$ cat src/rtl/div_seq_if.sv
// Start/ready handshake and operand/result bundle for the sequential divider.
interface div_seq_if #(parameter int unsigned DW = 8);
  logic          i_start;
  logic [DW-1:0] i_dividend;
  logic [DW-1:0] i_divisor;
  logic [DW-1:0] o_quotient;
  logic [DW-1:0] o_remainder;
  logic          o_busy;
  logic          o_ready;
  logic          o_dz;
  logic          o_ovf;

  modport master (
    output i_start, i_dividend, i_divisor,
    input  o_quotient, o_remainder, o_busy, o_ready, o_dz, o_ovf
  );

  modport slave (
    input  i_start, i_dividend, i_divisor,
    output o_quotient, o_remainder, o_busy, o_ready, o_dz, o_ovf
  );
endinterface

$ cat src/rtl/div_seq.sv
// Sequential restoring divider, one quotient bit per clock, start/ready handshake.
// Define DIV_SEQ_SIGNED_EN for two's-complement operands via sign-magnitude conversion.
module div_seq #(
  parameter int unsigned DW = 8
) (
  input  logic      i_clk,
  input  logic      i_rst,
  div_seq_if.slave  bus
);

  localparam int unsigned CW = (DW > 1) ? $clog2(DW) : 1;

  typedef enum logic [2:0] {
    S_IDLE,
    S_LOAD,
    S_ITER,
    S_FIX,
    S_DONE
  } state_t;

  state_t        state_q;
  logic [DW-1:0] dd_q;
  logic [DW-1:0] dv_q;
  logic [DW-1:0] quo_q;
  logic [DW-1:0] rem_q;
  logic [DW-1:0] dvs_q;
  logic [CW-1:0] cnt_q;
  logic          dz_pend_q;
`ifdef DIV_SEQ_SIGNED_EN
  logic          sign_q_q;
  logic          sign_r_q;
  logic          ovf_pend_q;
`endif

  logic [DW-1:0] quotient_q;
  logic [DW-1:0] remainder_q;
  logic          busy_q;
  logic          ready_q;
  logic          dz_q;
  logic          ovf_q;

  // One restoring step: shift next dividend bit into the partial remainder and trial-subtract.
  logic [DW:0] r_sh;
  logic [DW:0] r_sub;
  always_comb begin
    r_sh  = {rem_q, quo_q[DW-1]};
    r_sub = r_sh - {1'b0, dvs_q};
  end

  always_ff @(posedge i_clk or negedge i_rst) begin
    if (!i_rst) begin
      state_q     <= S_IDLE;
      dd_q        <= '0;
      dv_q        <= '0;
      quo_q       <= '0;
      rem_q       <= '0;
      dvs_q       <= '0;
      cnt_q       <= '0;
      dz_pend_q   <= 1'b0;
`ifdef DIV_SEQ_SIGNED_EN
      sign_q_q    <= 1'b0;
      sign_r_q    <= 1'b0;
      ovf_pend_q  <= 1'b0;
`endif
      quotient_q  <= '0;
      remainder_q <= '0;
      busy_q      <= 1'b0;
      ready_q     <= 1'b0;
      dz_q        <= 1'b0;
      ovf_q       <= 1'b0;
    end else begin
      case (state_q)
        S_IDLE, S_DONE: begin
          if (bus.i_start) begin
            dd_q    <= bus.i_dividend;
            dv_q    <= bus.i_divisor;
            busy_q  <= 1'b1;
            ready_q <= 1'b0;
            dz_q    <= 1'b0;
            ovf_q   <= 1'b0;
            state_q <= S_LOAD;
          end
        end

        S_LOAD: begin
`ifdef DIV_SEQ_SIGNED_EN
          quo_q      <= dd_q[DW-1] ? -dd_q : dd_q;
          dvs_q      <= dv_q[DW-1] ? -dv_q : dv_q;
          sign_q_q   <= dd_q[DW-1] ^ dv_q[DW-1];
          sign_r_q   <= dd_q[DW-1];
          ovf_pend_q <= (dd_q == {1'b1, {(DW-1){1'b0}}}) && (dv_q == '1);
`else
          quo_q      <= dd_q;
          dvs_q      <= dv_q;
`endif
          rem_q     <= '0;
          cnt_q     <= CW'(DW - 1);
          dz_pend_q <= (dv_q == '0);
          // Zero divisor skips the iterations but still passes FIX so ready lands two edges after start.
          state_q   <= (dv_q == '0) ? S_FIX : S_ITER;
        end

        S_ITER: begin
          if (r_sh >= {1'b0, dvs_q}) begin
            rem_q <= DW'(r_sub);
            quo_q <= {quo_q[DW-2:0], 1'b1};
          end else begin
            rem_q <= DW'(r_sh);
            quo_q <= {quo_q[DW-2:0], 1'b0};
          end
          cnt_q <= cnt_q - CW'(1);
          if (cnt_q == '0) state_q <= S_FIX;
        end

        S_FIX: begin
          if (dz_pend_q) begin
            quotient_q  <= '1;
            remainder_q <= dd_q;
          end else begin
`ifdef DIV_SEQ_SIGNED_EN
            quotient_q  <= sign_q_q ? -quo_q : quo_q;
            remainder_q <= sign_r_q ? -rem_q : rem_q;
            ovf_q       <= ovf_pend_q;
`else
            quotient_q  <= quo_q;
            remainder_q <= rem_q;
`endif
          end
          dz_q    <= dz_pend_q;
          busy_q  <= 1'b0;
          ready_q <= 1'b1;
          state_q <= S_DONE;
        end

        default: state_q <= S_IDLE;
      endcase
    end
  end

  assign bus.o_quotient  = quotient_q;
  assign bus.o_remainder = remainder_q;
  assign bus.o_busy      = busy_q;
  assign bus.o_ready     = ready_q;
  assign bus.o_dz        = dz_q;
  assign bus.o_ovf       = ovf_q;

endmodule

$ cat src/flat_wrapper.sv
// flat-port wrapper written by rule: the top's interface ports become plain ports
module div_seq_flat 
#(
  parameter int unsigned DW = 8
)
  (i_clk, i_rst, bus_i_start, bus_i_dividend, bus_i_divisor, bus_o_quotient, bus_o_remainder, bus_o_busy, bus_o_ready, bus_o_dz, bus_o_ovf);
  div_seq_if #(.DW(DW)) bus_i ();
  input  logic i_clk;
  input  logic i_rst;
  input wire logic [$bits(bus_i.i_start)-1:0] bus_i_start;
  input wire logic [$bits(bus_i.i_dividend)-1:0] bus_i_dividend;
  input wire logic [$bits(bus_i.i_divisor)-1:0] bus_i_divisor;
  output wire logic [$bits(bus_i.o_quotient)-1:0] bus_o_quotient;
  output wire logic [$bits(bus_i.o_remainder)-1:0] bus_o_remainder;
  output wire logic [$bits(bus_i.o_busy)-1:0] bus_o_busy;
  output wire logic [$bits(bus_i.o_ready)-1:0] bus_o_ready;
  output wire logic [$bits(bus_i.o_dz)-1:0] bus_o_dz;
  output wire logic [$bits(bus_i.o_ovf)-1:0] bus_o_ovf;
  assign bus_i.i_start = bus_i_start;
  assign bus_i.i_dividend = bus_i_dividend;
  assign bus_i.i_divisor = bus_i_divisor;
  assign bus_o_quotient = bus_i.o_quotient;
  assign bus_o_remainder = bus_i.o_remainder;
  assign bus_o_busy = bus_i.o_busy;
  assign bus_o_ready = bus_i.o_ready;
  assign bus_o_dz = bus_i.o_dz;
  assign bus_o_ovf = bus_i.o_ovf;
  div_seq #(.DW(DW)) u_core (.i_clk(i_clk), .i_rst(i_rst), .bus(bus_i));
endmodule
$ cat config.mk
export PLATFORM = sky130hd
export DESIGN_NAME = div_seq_flat
export DESIGN_NICKNAME = d
export VERILOG_FILES = /design/src/rtl/div_seq_if.sv /design/src/rtl/div_seq.sv /design/src/flat_wrapper.sv
export SDC_FILE = /design/constraint.sdc
export NUM_CORES = 1
export LEC_CHECK = 0
export ABC_CLOCK_PERIOD_IN_PS = 4800
export CORE_MARGIN = 2
export CORE_UTILIZATION = 35
export DETAILED_ROUTE_END_ITERATION = 8
export MAX_ROUTING_LAYER = met4
export PLACE_DENSITY = 0.58
export SYNTH_ARGS = -nofsm -noshare
export SYNTH_HDL_FRONTEND = slang
export SYNTH_SLANG_ARGS = --single-unit
$ cat constraint.sdc
create_clock -name i_clk -period 4.8 [get_ports i_clk]
set_clock_uncertainty 0.05 [all_clocks]
set_input_delay 0.96 -clock i_clk [delete_from_list [all_inputs] [get_ports i_clk]]
set_output_delay 0.96 -clock i_clk [all_outputs]
set_load 0.005 [all_outputs]
; Yosys cells after proc, flatten, opt, wreduce, memory -nomap -nowiden
; Index checks and enable logic that the tools add are counted.
[word_totals]
regBits = 66
output_inout_bits = 20
wordCells = 47
[op_classes]
addsub = 2
mux = 16
n_lt_le_gt_ge = 1
reduce_logical = 9
eq_ne = 6
[ops]
columns = op, count
row1 = 8-bit one-hot mux with 2 select lines, 2
row2 = 8-bit 2-to-1 mux, 3
row3 = 3-bit one-hot mux with 4 select lines, 1
row4 = 9-bit by 8-bit >= comparator with 1-bit output, 1
row5 = 8-bit zero test, 1
row6 = 8-bit subtractor, 1
row7 = "3-bit by 2-bit == test with 1-bit output, second input constant", 2
row8 = 3-bit zero test, 2
row9 = 3-bit 2-to-1 mux, 2
row10 = 1-bit one-hot mux with 2 select lines, 3
row11 = 3-bit one-hot mux with 2 select lines, 1
row12 = 2-bit AND reduction, 3
row13 = 1-bit 2-to-1 mux, 4
row14 = 2-bit nonzero test, 2
row15 = "3-bit by 1-bit == test with 1-bit output, second input constant", 1
row16 = "3-bit == test, second input constant", 1
row17 = "3-bit by 1-bit subtractor with 3-bit output, second input constant", 1
row18 = "2-bit by 1-bit != test with 1-bit output, second input constant", 1
row19 = "2-bit != test, second input constant", 1
row20 = 2-bit OR reduction, 1

; Logic depth before layout (Yosys ltp)
; Gate-level depths: netlist of the first run.
[logic_depth]
ltp_word = 4
depth_mapped = 9

; Worst setup path before layout of the first run
; No wires, ideal clock.
[synth_path]
kind = register -> register
start = register u_core.dvs_q[0]
end = register u_core.rem_q[6]
path_buffers = 0
setup_ps = 132
stages_incl_launch_ff = 8
required_ps = 4618
arrival_ps = 1622
setup_slack_ps = 2997
cell_sequence = dfrtp_1 -> ha_1 -> fa_1 -> nor2b_1 -> o31a_1 -> mux2i_1 -> a31o_1 -> o21ai_1
[synth_between]
elab_chain_len = 3
elab_cells_between_ends = 4
[synth_lines]
columns = item, line
row1 = "start, declared", div_seq.sv:26  ; logic [DW-1:0] dvs_q;
row2 = "start signal, assigned", div_seq.sv:94  ; dvs_q <= dv_q;
row3 = 8-bit subtractor / 9-bit by 8-bit >= comparator with 1-bit output (equally long branches), "div_seq.sv:47, div_seq.sv:104"
row4 = 8-bit 2-to-1 mux *, div_seq.sv:104  ; if (r_sh >= {1'b0, dvs_q}) begin
row5 = 8-bit one-hot mux with 2 select lines *, div_seq.sv:72  ; case (state_q)
row6 = "end signal, assigned", div_seq.sv:105  ; rem_q <= DW'(r_sub);
row7 = "end signal, assigned", div_seq.sv:108  ; rem_q <= DW'(r_sh);
row8 = "end, declared", div_seq.sv:25  ; logic [DW-1:0] rem_q;
; Mark *: on every way between the ends. The rest lies on a longest branch, timed or not.
; A chain may end at the register's enable or synchronous reset.

; Worst setup path after layout of the first run
[layout_path]
start = register u_core.state_q[1]
end = register u_core.rem_q[7]
[layout_between]
elab_chain_len = 2
elab_cells_between_ends = 4
[layout_lines]
columns = item, line
row1 = "start, declared", div_seq.sv:21  ; state_t state_q;
row2 = "start signal, assigned", div_seq.sv:100  ; state_q <= (dv_q == '0) ? S_FIX : S_ITER;
row3 = 3-bit by 2-bit == test with 1-bit output / 3-bit by 1-bit == test with 1-bit output (equally long branches), div_seq.sv:72
row4 = 8-bit one-hot mux with 2 select lines / 2-bit nonzero test (equally long branches), --
; Several ways; a longest one is shown, not always the timed one.

==> flow_summary.json, run 1 <==
{
  "status": "finished, final reports clean",
  "die_height_um": 101,
  "crit_fanout": 25,
  "vdd_drop_max_v": 0.000243,
  "power.internal_mw": 1.67,
  "yosys_warnings": 0,
  "drt-initial-drc-count": 132,
  "crit_chain": "nor3b_4 > nor2_1 > a221oi_2 > a221oi_2",
  "layout.nets": 422,
  "clkPwrFrac_pct": 17.1,
  "firstDrtPassIters": 4,
  "vias_per_cell": 4.93,
  "async_flop_share_pct": 100,
  "grt_pass1_wl_um": 11900,
  "min-delay-start": "u_core.bus.o_quotient[2]",
  "post_cts_resized": 0,
  "clk_pin_slew_ns": 0.07,
  "worst-setup-path-type": "reg2reg",
  "r2r_end": "u_core.rem_q[7]",
  "avgSynthCellArea_um2": 9.01,
  "min_path_type": "reg2reg",
  "rsz0062_at_grt": "false",
  "dpl_cell_area_mm2": 0.00368,
  "n_antenna_cell": 0,
  "synth_area_mm2": 0.00326,
  "crit_top_cell": "a221oi_2",
  "startpoint_type": "register",
  "synth.area.top_cells": "dfrtp_1 (51%), nand2_1 (13%), mux2i_1 (4.6%)",
  "startpoint": "u_core.state_q[1]",
  "endpoint": "u_core.rem_q[7]",
  "routabilityCongestion": 0.863,
  "synth_top_area_cell": "dfrtp_1",
  "setup_tns_ns": 0,
  "synth_most_common_cell": "nand2_1",
  "total_leakage_power_nw": 1.77,
  "drv_slew": 0,
  "multi_input_area_mm2": 0.00145,
  "ff_latch_area_mm2": 0.00165,
  "grt_pass1_vias": 2438,
  "final_cell_area_mm2": 0.00388,
  "start_util_pct": 35.7,
  "io_pins": 39,
  "seqPwrFrac_pct": 35.8,
  "slowest_delay_ns": 0.79,
  "wirelength_um": 6970,
  "path_buf_inv": 0,
  "switchingPower_mw": 1.14,
  "worstSetupPathDepth": 4,
  "drive_gt1_share_pct": 6.55,
  "period_needed_ns": 2.30,
  "hold_viol": 0,
  "cp.required_ns": 4.97,
  "worstSetupEndpointType": "register",
  "routedWlPerCell_um": 13.7,
  "hold_buffers": 0,
  "via_count": 2502,
  "yosys-top-cells-count": "nand2_1 (109), dfrtp_1 (66), nor2_1 (27), o21ai_0 (21), o21ai_1 (18)",
  "relSlewSlack_pct": 38.1,
  "timing.rr.start": "u_core.state_q[1]",
  "clock_path_buffers": 2,
  "max_freq_ghz": 0.435,
  "post_cts_buffers": 0,
  "combPwrFrac_pct": 47.0,
  "power.density_mw_per_mm2": 722,
  "grt_max_degree": 41,
  "synth_cells": 362,
  "synth_top_area_share_pct": 50.6,
  "reg2reg_depth": 4,
  "numPortBuffers": 37,
  "cpMaxStageDelayCell": "nor3b_4",
  "core_mm2": 0.00915,
  "synth_edf_count": 0,
  "clock_latency_ns": 0.34,
  "cts_tree": "done",
  "ys_seq_elements": 66,
  "synthFlopType": "dfrtp_1",
  "final_core_util_pct": 42.4,
  "period_share_pct": 47.8,
  "r2r_slack_ns": 2.50,
  "rows": 35,
  "drc": 0,
  "routed.top_layer": "met4",
  "wl_met3_um": 378,
  "yosysSeqAreaShare_pct": 50.6,
  "fin_ws_ns": 2.50,
  "dp_hpwl_um": 5000,
  "fp.dieW_um": 101,
  "nFillCells": 908,
  "ant_nets": 0,
  "finalSetupViolations": 0,
  "synth_cell_types": 46,
  "maxCapViolCount": 0,
  "dp_slack_ns": 2.41,
  "syn2layout_area_growth_pct": 19.1,
  "design.die.area_mm2": 0.0101,
  "htreeDepth": 3,
  "cts_inserted_buffers": 9,
  "arrival_ns": 2.47,
  "cts.sinks": 66,
  "switching_share_pct": 40.6,
  "cts_root_buf": "clkbuf_8",
  "synthesis.nets": 392,
  "grt_overflow": 0,
  "cp_top_family": "simple AND/OR/NAND/NOR gates",
  "grtUsageTotal_pct": 15.6,
  "wirelength_met1_um": 3380,
  "antenna_found_initial": 0,
  "wl_met2_um": 3120,
  "whs_ns": 0.426,
  "worst_pin_slew_ns": 0.927
}
-- worst reg2reg max path, stage by stage, from the launching register on --
cell and delay [ns]:
dfrtp_1 0.47, nor3b_4 0.79, nor2_1 0.40, a221oi_2 0.38, a221oi_2 0.09
-- state kept, by name (all words and copies together), names as in the netlist --
signal,flops
u_core.bus.o_quotient,8
u_core.cnt_q,3
u_core.state_q,3
u_core.dz_pend_q,1
u_core.dvs_q,8
u_core.rem_q,8
u_core.bus.o_ready,1
u_core.bus.o_remainder,8
u_core.dd_q,8
u_core.dv_q,8
u_core.quo_q,8
u_core.bus.o_dz,1
u_core.bus.o_busy,1
-- logic make-up (layout without fill, tap and decap cells) --
family	Yosys count	count (layout)	share of synthesized area (%)
compound gates	72	72	13.9
other cells	1	1	0.115
flops	66	66	50.6
mux	15	15	4.60
simple gates	159	159	20.7
buf+inv	36	71	5.02
fa+ha+maj	11	11	4.45
xor+xnor	2	2	0.537
-- power by group through the flow --
stage                     clock network, mW  logic, mW  registers (mW)
after detailed placement                  0       1.32            1.02
final                                 0.481       1.32            1.01
after global placement                    0       1.30            1.01
after CTS                             0.494       1.33            1.01
after global routing                  0.520       1.50            1.04
after floorplan                           0       1.04           0.947
-- cell type report --
type / instances / share of cell area, %
clock inverters: 3 / 1.22
multi-input cells: 260 / 37.3
inverters: 16 / 1.55
well taps: 111 / 3.57
flip-flops and latches: 66 / 42.5
clock buffers: 13 / 4.09
repair buffers: 39 / 9.79
-- layer usage --
metal  up-vias  GRT usage (%)
met2        69           23.5
met4         0           5.58
met3         9           4.02
li1       1262              -
met1      1162           20.4
met5         -              -
-- per-stage QoR --
step | power [mW] | std cells
after floorplan | 1.98 | 362
after global placement | 2.31 | 492
after detailed placement | 2.34 | 492
after CTS | 2.83 | 508
after global routing | 3.06 | 508
final | 2.81 | 508
-- worst min-delay path by stage --
stage                               end  cells past startpoint  slack, ns
3_5_place_dp   u_core.bus.o_quotient[6]                      2       0.42
5_1_grt                 u_core.cnt_q[0]                      1       0.45
6_report       u_core.bus.o_quotient[2]                      2       0.43
4_1_cts                 u_core.cnt_q[2]                      1       0.43
3_3_place_gp   u_core.bus.o_quotient[6]                      2       0.41
2_1_floorplan           u_core.cnt_q[0]                      1       0.40
-- layout by cell type, fill, tap and decap left out, types with 3 or more instances in the layout --
cell type        netlist  layout
a21oi_1                6       6
a21oi_2                3       3
a31oi_1                8       8
clkbuf_8               0      11
clkdlybuf4s50_1        0      36
dfrtp_1               66      66
ha_1                  10      10
inv_1                 15      15
mux2i_1               15      15
nand2_1              109     109
nor2_1                27      27
nor2b_1                4       4
o21ai_0               21      21
o21ai_1               18      18
(Power assumes the default switching activity.)
==> run 2, diff against run 1 <==
ABC_CLOCK_PERIOD_IN_PS = 2000   (was 4800)
PLACE_DENSITY = 0.6   (was 0.58)
clock period = 2 ns   (was 4.8 ns; I/O delays follow)
==> flow_summary.json, run 2 (same netlist as run 1, synthesis figures left out) <==
{
  "setup_tns_ns": 0,
  "cts_tree": "done",
  "wirelength_met1_um": 3680,
  "cts.sinks": 66,
  "antenna_found_initial": 0,
  "io_pins": 39,
  "drv_slew": 0,
  "rows": 35,
  "max_freq_ghz": 0.524,
  "relSlewSlack_pct": 58.1,
  "start_util_pct": 35.7,
  "worstSetupEndpointType": "register",
  "mostFrequentLayoutCell": "nand2_1",
  "vias_per_cell": 4.95,
  "p_total_mw": 7.20,
  "most-common-layout-cells": "nand2_1 (109), dfrtp_1 (66), clkdlybuf4s50_1 (36), nor2_1 (27), o21ai_0 (21)",
  "nFillCells": 906,
  "cp.required_ns": 2.17,
  "grt_pass1_vias": 2540,
  "grtUsageTotal_pct": 16.4,
  "status": "finished, final reports clean",
  "layout.nets": 443,
  "design.die.area_mm2": 0.0101,
  "switchingPower_mw": 2.93,
  "min_path_type": "reg2reg",
  "via_count": 2616,
  "crit_fanout": 3,
  "r2r_slack_ns": 0.09,
  "total_leakage_power_nw": 1.87,
  "worstSetupPathDepth": 8,
  "clock_latency_ns": 0.34,
  "clock_path_buffers": 2,
  "path_buf_inv": 1,
  "worst-setup-path-type": "reg2reg",
  "wirelength_um": 7550,
  "routedWlPerCell_um": 14.3,
  "rsz0062_at_grt": "true",
  "hold_viol": 0,
  "slowest_delay_ns": 0.39,
  "worst_pin_slew_ns": 0.628,
  "min-delay-start": "u_core.cnt_q[0]",
  "power.density_mw_per_mm2": 1760,
  "ant_nets": 0,
  "drt-initial-drc-count": 135,
  "cp_top_family": "adder cells",
  "numPortBuffers": 37,
  "hold_depth": 1,
  "fp.dieW_um": 101,
  "grt_max_degree": 38,
  "core_mm2": 0.00915,
  "period_share_pct": 95.5,
  "syn2layout_area_growth_pct": 25.2,
  "seqPwrFrac_pct": 33.3,
  "crit_chain": "inv_1 > ha_2 > fa_2 > nor2b_2 > o31a_1 > mux2i_1 > a31o_1 > o21ai_1",
  "maxCapViolCount": 0,
  "grt_pass1_wl_um": 12500,
  "r2r_end": "u_core.rem_q[6]",
  "routabilityCongestion": 0.883,
  "clkPwrFrac_pct": 16.0,
  "combPwrFrac_pct": 50.8,
  "dp_hpwl_um": 5530,
  "clk_pin_slew_ns": 0.08,
  "cts_root_buf": "clkbuf_8",
  "drc": 0,
  "firstDrtPassIters": 4,
  "reg2reg_depth": 8,
  "routed.top_layer": "met4",
  "grt_overflow": 0,
  "wl_met2_um": 3520,
  "switching_share_pct": 40.7,
  "vdd_drop_max_v": 0.000528,
  "drive_gt1_share_pct": 12.4,
  "die_height_um": 101,
  "n_antenna_cell": 0,
  "timing.rr.start": "u_core.quo_q[7]",
  "htreeDepth": 3,
  "wl_met3_um": 228,
  "finalSetupViolations": 0,
  "power.internal_mw": 4.27,
  "cts_inserted_buffers": 9,
  "arrival_ns": 2.08,
  "period_needed_ns": 1.91,
  "hold_path_end": "u_core.cnt_q[0]",
  "cpMaxStageDelayCell": "fa_2",
  "startpoint_type": "register"
}
-- run 2: changes by cell type in the layout (fill, tap and decap cells not counted), sizes merged --
cell | previous run | this run
clkinv | 2 | 1
clkbuf | 13 | 9
clkinvlp | 0 | 4
buf | 3 | 23
dlygate4sd3 | 0 | 1
inv | 16 | 17
-- run 2: worst max path at each step --
| stage | start | end | slack, ns |
|---|---|---|---|
| 2_1_floorplan | u_core.dvs_q[0] | u_core.rem_q[6] | 0.20 |
| 3_3_place_gp | u_core.rem_q[5] | u_core.rem_q[3] | 0.05 |
| 3_5_place_dp | u_core.quo_q[7] | u_core.rem_q[6] | 0.02 |
| 4_1_cts | u_core.rem_q[5] | u_core.rem_q[1] | 0.04 |
| 5_1_grt | u_core.quo_q[7] | u_core.rem_q[6] | -0.04 |
| 6_report | u_core.quo_q[7] | u_core.rem_q[6] | 0.09 |
-- run 2: power groups by stage --
stage,Combinational [mW],Sequential (mW),Clock (mW)
finish,3.66,2.40,1.15
global route,4.11,2.49,1.23
CTS,3.64,2.40,1.18
detailed placement,3.61,2.43,0
global placement,3.57,2.39,0
floorplan,2.48,2.27,0
-- run 2: stage by stage --
step / std cells / util [%] / area, um^2 / hold slack (ns) / setup slack [ns]
floorplan: 362 / - / 3260 / 0.0544 / 0.197
global placement: 511 / 42.0 / 3850 / 0.348 / 0.0486
detailed placement: 511 / 42.0 / 3850 / 0.353 / 0.0171
CTS: 528 / 44.4 / 4060 / 0.430 / 0.0417
global route: 529 / 44.6 / 4090 / 0.444 / -0.0352
finish: 529 / 44.6 / 4090 / 0.430 / 0.0908
-- run 2: timing repair --
action	in CTS	in global routing
gates resized for setup	1	4
hold buffers	1	0
pin swaps	0	2
buffers inserted	0	1
endpoints found under the hold margin	19	0
endpoints found under the setup margin	1	7
cloned	0	0
-- run 2: per-layer routing --
metal	global-route usage, %	vias up
li1	-	1303
met4	6.01	0
met2	26.2	59
met1	21.2	1245
met5	-	-
met3	2.57	9
-- run 2: final cells by class --
cell class                 count  area, um^2  area share [%]
multi-input combinational    260        1470            35.9
inverter                      16        60.1            1.47
clock inverter                 7        77.6            1.90
timing repair buffer          60         566            13.8
tap                          111         139            3.40
clock buffer                   9         124            3.03
sequential                    66        1650            40.4
==> run 3, diff against run 2 <==
RECOVER_POWER = 100   (was not set)
==> flow_summary.json, run 3 (same netlist as run 1, synthesis figures left out) <==
{
  "grt_overflow": 0,
  "combPwrFrac_pct": 49.9,
  "nFillCells": 910,
  "fin_cells": 529,
  "ant_nets": 0,
  "worstSetupEndpointType": "register",
  "clk_pin_slew_ns": 0.08,
  "total_leakage_power_nw": 1.89,
  "layout.nets": 443,
  "hold_viol": 0,
  "fp.dieW_um": 101,
  "start_util_pct": 35.7,
  "crit_chain": "inv_1 > ha_2 > fa_2 > nor2b_2 > o31a_1 > mux2i_1 > a31o_1 > o21ai_1",
  "design.die.area_mm2": 0.0101,
  "grtUsageTotal_pct": 16.4,
  "power.internal_mw": 4.16,
  "via_count": 2611,
  "vdd_drop_max_v": 0.000522,
  "r2r_slack_ns": 0.09,
  "cts_tree": "done",
  "routedWlPerCell_um": 14.3,
  "clock_latency_ns": 0.34,
  "startpoint_type": "register",
  "die_height_um": 101,
  "power.density_mw_per_mm2": 1740,
  "drt-initial-drc-count": 135,
  "core_mm2": 0.00915,
  "routabilityCongestion": 0.883,
  "most-common-layout-cells": "nand2_1 (109), dfrtp_1 (66), o21ai_0 (28), nor2_1 (27), dlygate4sd3_1 (20)",
  "cp.required_ns": 2.17,
  "grt_pass1_wl_um": 12500,
  "worst-setup-path-type": "reg2reg",
  "cpMaxStageDelayCell": "fa_2",
  "htreeDepth": 3,
  "drc": 0,
  "period_needed_ns": 1.91,
  "startpoint": "u_core.quo_q[7]",
  "status": "finished, final reports clean",
  "max_freq_ghz": 0.523,
  "period_share_pct": 95.6,
  "timing.rr.start": "u_core.quo_q[7]",
  "cts.sinks": 66,
  "arrival_ns": 2.08,
  "antenna_found_initial": 0,
  "mostFrequentLayoutCell": "nand2_1",
  "worst_pin_slew_ns": 1.23,
  "cts_root_buf": "clkbuf_8",
  "clock_path_buffers": 2,
  "dpl_cell_area_mm2": 0.00385,
  "grt_pass1_vias": 2540,
  "crit_fanout": 3,
  "min_path_type": "reg2reg",
  "rows": 35,
  "path_buf_inv": 1,
  "drv_slew": 0,
  "vias_per_cell": 4.94,
  "rsz0062_at_grt": "true",
  "seqPwrFrac_pct": 33.8,
  "drive_gt1_share_pct": 11.2,
  "final_cell_area_mm2": 0.00406,
  "firstDrtPassIters": 4,
  "cp_top_family": "adder cells",
  "finalSetupViolations": 0,
  "cts_inserted_buffers": 9,
  "dp_cells": 511,
  "grt_max_degree": 38,
  "syn2layout_area_growth_pct": 24.5,
  "wirelength_um": 7550,
  "maxCapViolCount": 0,
  "fin_ws_ns": 0.0888,
  "switching_share_pct": 41.0,
  "io_pins": 39,
  "clkPwrFrac_pct": 16.2,
  "dp_hpwl_um": 5530,
  "switchingPower_mw": 2.90,
  "relSlewSlack_pct": 18.2,
  "dp_slack_ns": 0.0171,
  "numPortBuffers": 37,
  "min-delay-start": "u_core.bus.o_quotient[1]",
  "n_antenna_cell": 0,
  "slowest_delay_ns": 0.39
}
==> run 3: final timing paths <==
check,endpoint,depth (start not counted)
max,u_core.rem_q[6],8
min,u_core.bus.o_quotient[1],2
max reg2reg,u_core.rem_q[6],8
min reg2reg,u_core.bus.o_quotient[1],2
max in group asynchronous,u_core.dv_q[6],3
min in group asynchronous,u_core.bus.o_quotient[5],2
==> run 3: layout make-up <==
class	count	area (um^2)	area share (%)
sequential	66	1650	40.7
tap	111	139	3.42
multi-input combinational	260	1460	36.0
clock buffer	9	124	3.05
timing repair buffer	60	549	13.5
inverter	16	60.1	1.48
clock inverter	7	77.6	1.91
==> run 3: tightest hold or removal path, stage by stage (launching register included) <==
cell	delay [ns]
dfrtp_1	0.34
nand2_1	0.04
o21ai_0	0.06
==> run 3: routing by layer <==
layer | part of all wire, % | GRT usage, % | vias up
met5 | 0 | - | -
met4 | 1.4 | 6.01 | 0
met3 | 3.7 | 2.57 | 9
met2 | 47 | 26.2 | 64
met1 | 47 | 21.2 | 1237
li1 | - | - | 1301
==> run 3: what timing repair did <==
action                     4_1_cts  5_1_grt
resized for setup                1        4
hold endpoints to repair        19        0
buffers inserted                 0        1
hold buffers                     1        0
setup endpoints to repair        1        7
pin swaps                        0        2
==> run 3: per-stage QoR <==
stage	utilization [%]	setup TNS [ns]	total power [mW]	hold slack (ns)
finish	44.4	0	7.06	0.425
global route	44.4	-0.138	7.69	0.444
CTS	44.4	0	7.22	0.430
detailed placement	42.0	0	6.04	0.353
global placement	42.0	0	5.97	0.348
floorplan	-	0	4.76	0.0544
==> run 3: power groups by stage <==
stage                     clock network, mW  logic [mW]  registers (mW)
after global routing                   1.23        3.98            2.48
after detailed placement                  0        3.61            2.43
final                                  1.15        3.52            2.39
after CTS                              1.18        3.64            2.40
after floorplan                           0        2.48            2.27
after global placement                    0        3.57            2.39
